$ cat src/rtl/pipelined_adder_if.sv
// rtl/pipelined_adder_if.sv - operand/result handshake bundle for pipelined_adder
// master drives operations and accepts results; slave is the adder core.
interface pipelined_adder_if #(
  parameter int WIDTH = 9
) ();

  logic             in_valid;
  logic             in_ready;
  logic [WIDTH-1:0] in0;
  logic [WIDTH-1:0] in1;
  logic             sub;
  logic             out_valid;
  logic             out_ready;
  logic [WIDTH:0]   out;
  logic             ovf;

  modport master (
    output in_valid,
    output in0,
    output in1,
    output sub,
    output out_ready,
    input  in_ready,
    input  out_valid,
    input  out,
    input  ovf
  );

  modport slave (
    input  in_valid,
    input  in0,
    input  in1,
    input  sub,
    input  out_ready,
    output in_ready,
    output out_valid,
    output out,
    output ovf
  );

endinterface

$ cat src/rtl/pipelined_adder.sv
// rtl/pipelined_adder.sv - carry-segmented pipelined adder/subtractor
// One register stage per SEG-bit carry segment; all stages advance together under a global enable.
module pipelined_adder #(
  parameter int WIDTH  = 9,
  parameter int STAGES = 3
) (
  input logic               clk,
  input logic               resetn,
  pipelined_adder_if.slave  bus
);

  localparam int SEG = (STAGES > 0) ? (WIDTH / STAGES) : 1;

  generate
    if (STAGES < 1 || STAGES > WIDTH || (WIDTH % STAGES) != 0) begin : g_bad_params
      $error("pipelined_adder: WIDTH must be a multiple of STAGES, 1 <= STAGES <= WIDTH");
    end
  endgenerate

  logic adv;

  // Per-stage registers: index k holds the result of segment k.
  logic             v_r [STAGES];
  logic             c_r [STAGES];
  logic [WIDTH-1:0] s_r [STAGES];
  logic [WIDTH-1:0] a_r [STAGES];
  logic [WIDTH-1:0] b_r [STAGES];

  logic             n_v [STAGES];
  logic             n_c [STAGES];
  logic [WIDTH-1:0] n_s [STAGES];
  logic [WIDTH-1:0] n_a [STAGES];
  logic [WIDTH-1:0] n_b [STAGES];
  logic             ovf_n;

  logic [WIDTH:0]   out_r;
  logic             ovf_r;

  always_comb begin
    logic             cur_v;
    logic             cur_c;
    logic [WIDTH-1:0] cur_a;
    logic [WIDTH-1:0] cur_b;
    logic [WIDTH-1:0] cur_s;
    logic [SEG:0]     seg_sum;
    cur_v   = 1'b0;
    cur_c   = 1'b0;
    cur_a   = '0;
    cur_b   = '0;
    cur_s   = '0;
    seg_sum = '0;
    ovf_n   = 1'b0;
    for (int k = 0; k < STAGES; k++) begin
      if (k == 0) begin
        cur_v = bus.in_valid;
        cur_a = bus.in0;
        cur_b = bus.sub ? ~bus.in1 : bus.in1;
        cur_s = '0;
        cur_c = bus.sub;
      end else begin
        cur_v = v_r[k-1];
        cur_a = a_r[k-1];
        cur_b = b_r[k-1];
        cur_s = s_r[k-1];
        cur_c = c_r[k-1];
      end
      seg_sum = {1'b0, SEG'(cur_a >> (k * SEG))}
              + {1'b0, SEG'(cur_b >> (k * SEG))}
              + (SEG + 1)'(cur_c);
      // Finished lower bits ride along; this stage fills in its own segment.
      n_s[k] = cur_s | (WIDTH'(seg_sum[SEG-1:0]) << (k * SEG));
      n_c[k] = seg_sum[SEG];
      n_a[k] = cur_a;
      n_b[k] = cur_b;
      n_v[k] = cur_v;
      if (k == STAGES - 1) begin
        ovf_n = (cur_a[WIDTH-1] == cur_b[WIDTH-1]) && (n_s[k][WIDTH-1] != cur_a[WIDTH-1]);
      end
    end
  end

  always_ff @(posedge clk or negedge resetn) begin
    if (!resetn) begin
      for (int k = 0; k < STAGES; k++) begin
        v_r[k] <= 1'b0;
        c_r[k] <= 1'b0;
        s_r[k] <= '0;
        a_r[k] <= '0;
        b_r[k] <= '0;
      end
      out_r <= '0;
      ovf_r <= 1'b0;
    end else if (adv) begin
      for (int k = 0; k < STAGES; k++) begin
        v_r[k] <= n_v[k];
        c_r[k] <= n_c[k];
        s_r[k] <= n_s[k];
        a_r[k] <= n_a[k];
        b_r[k] <= n_b[k];
      end
      // Result registers only load real operations so out holds across bubbles.
      if (n_v[STAGES-1]) begin
        out_r <= {n_c[STAGES-1], n_s[STAGES-1]};
        ovf_r <= ovf_n;
      end
    end
  end

  assign adv           = ~v_r[STAGES-1] | bus.out_ready;
  assign bus.in_ready  = adv;
  assign bus.out_valid = v_r[STAGES-1];
  assign bus.out       = out_r;
  assign bus.ovf       = ovf_r;

endmodule

$ cat src/flat_wrapper.sv
// flat-port wrapper written by rule: the top's interface ports become plain ports
module pipelined_adder_flat 
#(
  parameter int WIDTH  = 9,
  parameter int STAGES = 3
)
  (clk, resetn, bus_in_valid, bus_in0, bus_in1, bus_sub, bus_out_ready, bus_in_ready, bus_out_valid, bus_out, bus_ovf);
  pipelined_adder_if #(.WIDTH(WIDTH)) bus_i ();
  input logic clk;
  input logic resetn;
  input wire logic [$bits(bus_i.in_valid)-1:0] bus_in_valid;
  input wire logic [$bits(bus_i.in0)-1:0] bus_in0;
  input wire logic [$bits(bus_i.in1)-1:0] bus_in1;
  input wire logic [$bits(bus_i.sub)-1:0] bus_sub;
  input wire logic [$bits(bus_i.out_ready)-1:0] bus_out_ready;
  output wire logic [$bits(bus_i.in_ready)-1:0] bus_in_ready;
  output wire logic [$bits(bus_i.out_valid)-1:0] bus_out_valid;
  output wire logic [$bits(bus_i.out)-1:0] bus_out;
  output wire logic [$bits(bus_i.ovf)-1:0] bus_ovf;
  assign bus_i.in_valid = bus_in_valid;
  assign bus_i.in0 = bus_in0;
  assign bus_i.in1 = bus_in1;
  assign bus_i.sub = bus_sub;
  assign bus_i.out_ready = bus_out_ready;
  assign bus_in_ready = bus_i.in_ready;
  assign bus_out_valid = bus_i.out_valid;
  assign bus_out = bus_i.out;
  assign bus_ovf = bus_i.ovf;
  pipelined_adder #(.WIDTH(WIDTH), .STAGES(STAGES)) u_core (.clk(clk), .resetn(resetn), .bus(bus_i));
endmodule
$ cat config.mk
export PLATFORM = sky130hd
export DESIGN_NAME = pipelined_adder_flat
export DESIGN_NICKNAME = d
export VERILOG_FILES = /design/src/rtl/pipelined_adder_if.sv /design/src/rtl/pipelined_adder.sv /design/src/flat_wrapper.sv
export SDC_FILE = /design/constraint.sdc
export NUM_CORES = 1
export LEC_CHECK = 0
export CAP_MARGIN = 20
export CORE_UTILIZATION = 47
export DETAILED_ROUTE_END_ITERATION = 6
export GPL_TIMING_DRIVEN = 0
export PLACE_DENSITY_LB_ADDON = 0.3
export SYNTH_ARGS = -nofsm -noshare
export SYNTH_HDL_FRONTEND = slang
export SYNTH_SLANG_ARGS = --single-unit
$ cat constraint.sdc
create_clock -name clk -period 1.71 [get_ports clk]
set_input_delay 0.342 -clock clk [delete_from_list [all_inputs] [get_ports clk]]
set_output_delay 0.342 -clock clk [all_outputs]
set_load 0.005 [all_outputs]
==> results.cfg <==
[outcome]
status = finished clean

[die]
rows = 23
dieHeight_um = 67.59
fp.dieArea_mm2 = 0.004568
core_area_mm2 = 0.004058
start_util_pct = 49.83
dieWidth_um = 67.59
boundaryPins = 36

[synth]
synth_nets = 191
synth_seq_cells = 43
avgSynthCellArea_um2 = 12.88
netlist_instances = 157
syn-cell-area_mm2 = 0.002022
ys_seq_area_share_pct = 53.22
synth_flop_cell = dfrtp_1
synth_edf_count = 0
synth.distinct_cells = 24
async_flop_share_pct = 100.0
ys.warnings.count = 0

[clocking]
cts_tree = done
root_buffer = clkbuf_8
htreeDepth = 2
cts_buffers = 5
clock_sink_count = 43
clockBufferDepth = 2
clk_pin_slew_worst_paths_ps = 90
worstSkewPairLatency_ps = 300

[cells_and_area]
diodes = 0
layout.cells.non_filler = 251
drive_gt1_share_pct = 23.38
final_nets = 234
area_delta_synth_final_pct = 26.92
final_cell_mix = dfrtp_1, clkdlybuf4s50_1, mux2_2
final_common_cell = dfrtp_1
utilization_pct = 63.24

[min_path]
worstHoldPathType = input pin to register

[pwr]
p_comb_share_pct = 38.2
p_clk_share_pct = 18.6
swShare_pct = 31.11
power_density_mw_per_mm2 = 1453
leakagePower_nw = 1.159
net-switching-power_mw = 1.160
p_int_mw = 2.569
pwr-share-seq_pct = 43.3
peakVddDrop_v = 0.0005853

[timing]
slew_viol_final = 0
period_minus_slack_ps = 1647
fmax_ghz = 0.6071
rsz0062_at_grt = false
tightest_slew_ps = 280.5
fin_crit_sh_pct = 96.32
finalSetupViolations = 0
final-hold-violation-count = 0
finalClockSkew_ps = 6.457
maxSlewHeadroom_pct = 81.30

[critical_path]
cp_slowest_cell = fa_2
worstPathArrival_ps = 1840
critical_path_class = register to register
crit_required_ps = 1900
crit_buf_inv = 2
crit_family = adder cells
critPathLaunchType = register
critPathMaxFanout = 2
crit_path_max_incr_delay_ps = 420
crit_path_end_kind = register
worstPathCellList = inv_2, fa_2, inv_2, fa_2, mux2_2

[route]
firstDrtPassIters = 4
num_vias = 1286
avgViaCountPerCell = 5.124
wl_mm = 3.691
antenna_left = 0
drc = 0
drt_iter0_drc = 89
avgRoutedWirePerCell_um = 14.71

[grt]
grt_overflow_total = 0
grt_max_degree = 34
grt_first_pass_wirelength_mm = 6.237
grt_usage_pct = 19.00
first_global_vias = 1359
antenna_found_initial = 0

[place]
port_buffers = 34
gp_congestion = 0.7279
place_inst = 242
hpwl_mm = 2.747

[job]
maxCapViolations = 0
## synthesized netlist by cell type (2+ instances only)
master   number  share of area (%)
xnor2_1       6                2.6
nor2b_1       2               0.62
nor2_1       11                2.0
nand2_1       6                1.1
a21oi_1      11                2.7
xor2_1        7                3.0
mux2_4       10                7.4
dfrtp_1      43                 53
mux2_2       13                7.2
nand3_1       2               0.50
buf_6         4                2.2
fa_1          5                5.0
buf_2         2               0.50
inv_1        12                2.2
o21ai_0       8                2.0
ha_1          6                3.7
a31oi_1       2               0.62
## layout make-up
type / count / area [µm²]
Multi-Input combinational cell: 95 / 853.3
Tap cell: 50 / 62.56
Fill cell: 320 / 1491
Timing Repair Buffer: 38 / 381.6
Sequential cell: 43 / 1076
Buffer: 5 / 48.80
Inverter: 12 / 45.04
Clock buffer: 6 / 82.58
Clock inverter: 2 / 16.27
## sequential cells by signal, summed over array words and instances, names as in the netlist
signal,count
u_core.b_r,9
u_core.c_r,2
u_core.bus.out_valid,1
u_core.a_r,9
u_core.bus.ovf,1
u_core.n_v,2
u_core.bus.out,10
u_core.s_r,9
## through the flow
step | area (µm²) | setup slack (ps) | setup TNS (ps) | hold WS [ps] | power, mW
after floorplan | 2022 | 93.15 | 0 | 46.41 | 2.447
after global placement | 2425 | -725.6 | -32140 | 460.7 | 2.944
after detailed placement | 2440 | -493.0 | -1069 | 233.7 | 3.045
after CTS | 2555 | 22.73 | 0 | 435.9 | 3.749
after global routing | 2566 | 12.53 | 0 | 419.4 | 4.001
final | 2566 | 62.92 | 0 | 399.2 | 3.729
## layer usage
metal	part of all wire [%]	GRT usage, %	wire length (µm)	up-vias
met2	51	30.69	1895	38
met3	3.9	5.743	145	8
met5	0	0	0	-
met4	2.3	8.777	85	0
met1	42	23.11	1566	636
li1	-	-	-	604
## tightest hold or removal path: cells and delay by family
family,cells,cell delay (ps)
AO/OA/AOI/OAI,1,60
buffers and inverters,1,140
XOR/XNOR,1,130
## path summary, 6_finish.rpt
| kind | start | to | slack (ps) | depth (start not counted) |
|---|---|---|---|---|
| worst max-delay path | u_core.b_r[15] | u_core.bus.out[7] | 60 | 5 |
| worst min-delay path | bus_in1[0] | u_core.s_r[18] | 400 | 3 |
| worst max register to register | u_core.b_r[15] | u_core.bus.out[7] | 60 | 5 |
| worst min register to register | u_core.b_r[24] | u_core.b_r[15] | 510 | 2 |
| max in group asynchronous | resetn | u_core.a_r[17] | 800 | 3 |
| min in group asynchronous | resetn | u_core.s_r[13] | 460 | 2 |
## kinds of logic (layout without fill, tap and decap cells)
family          count (synthesis)  count (layout)  share of synthesized area (%)
xor+xnor                       13              13                          5.631
flops                          43              43                          53.22
buf+inv                        19              63                          5.322
mux                            24              24                          15.16
fa+ha+maj                      11              11                          8.663
compound gates                 23              23                          6.188
simple gates                   24              24                          5.817
## power groups by stage
stage          clock [mW]  combinational (mW)  sequential, mW
3_5_place_dp            0                1.41            1.63
2_1_floorplan           0               0.858            1.59
3_3_place_gp            0                1.34            1.60
5_1_grt             0.751                1.59            1.66
6_report            0.692                1.42            1.61
4_1_cts             0.711                1.43            1.61
## what timing repair did
action,CTS,global route
gates cloned,0,0
endpoints found under the setup margin,3,3
pin swaps,0,1
buffers inserted,2,0
resized for setup,5,5
hold buffers,1,0
hold endpoints to repair,10,0
Power figures use the tool's default switching activity.
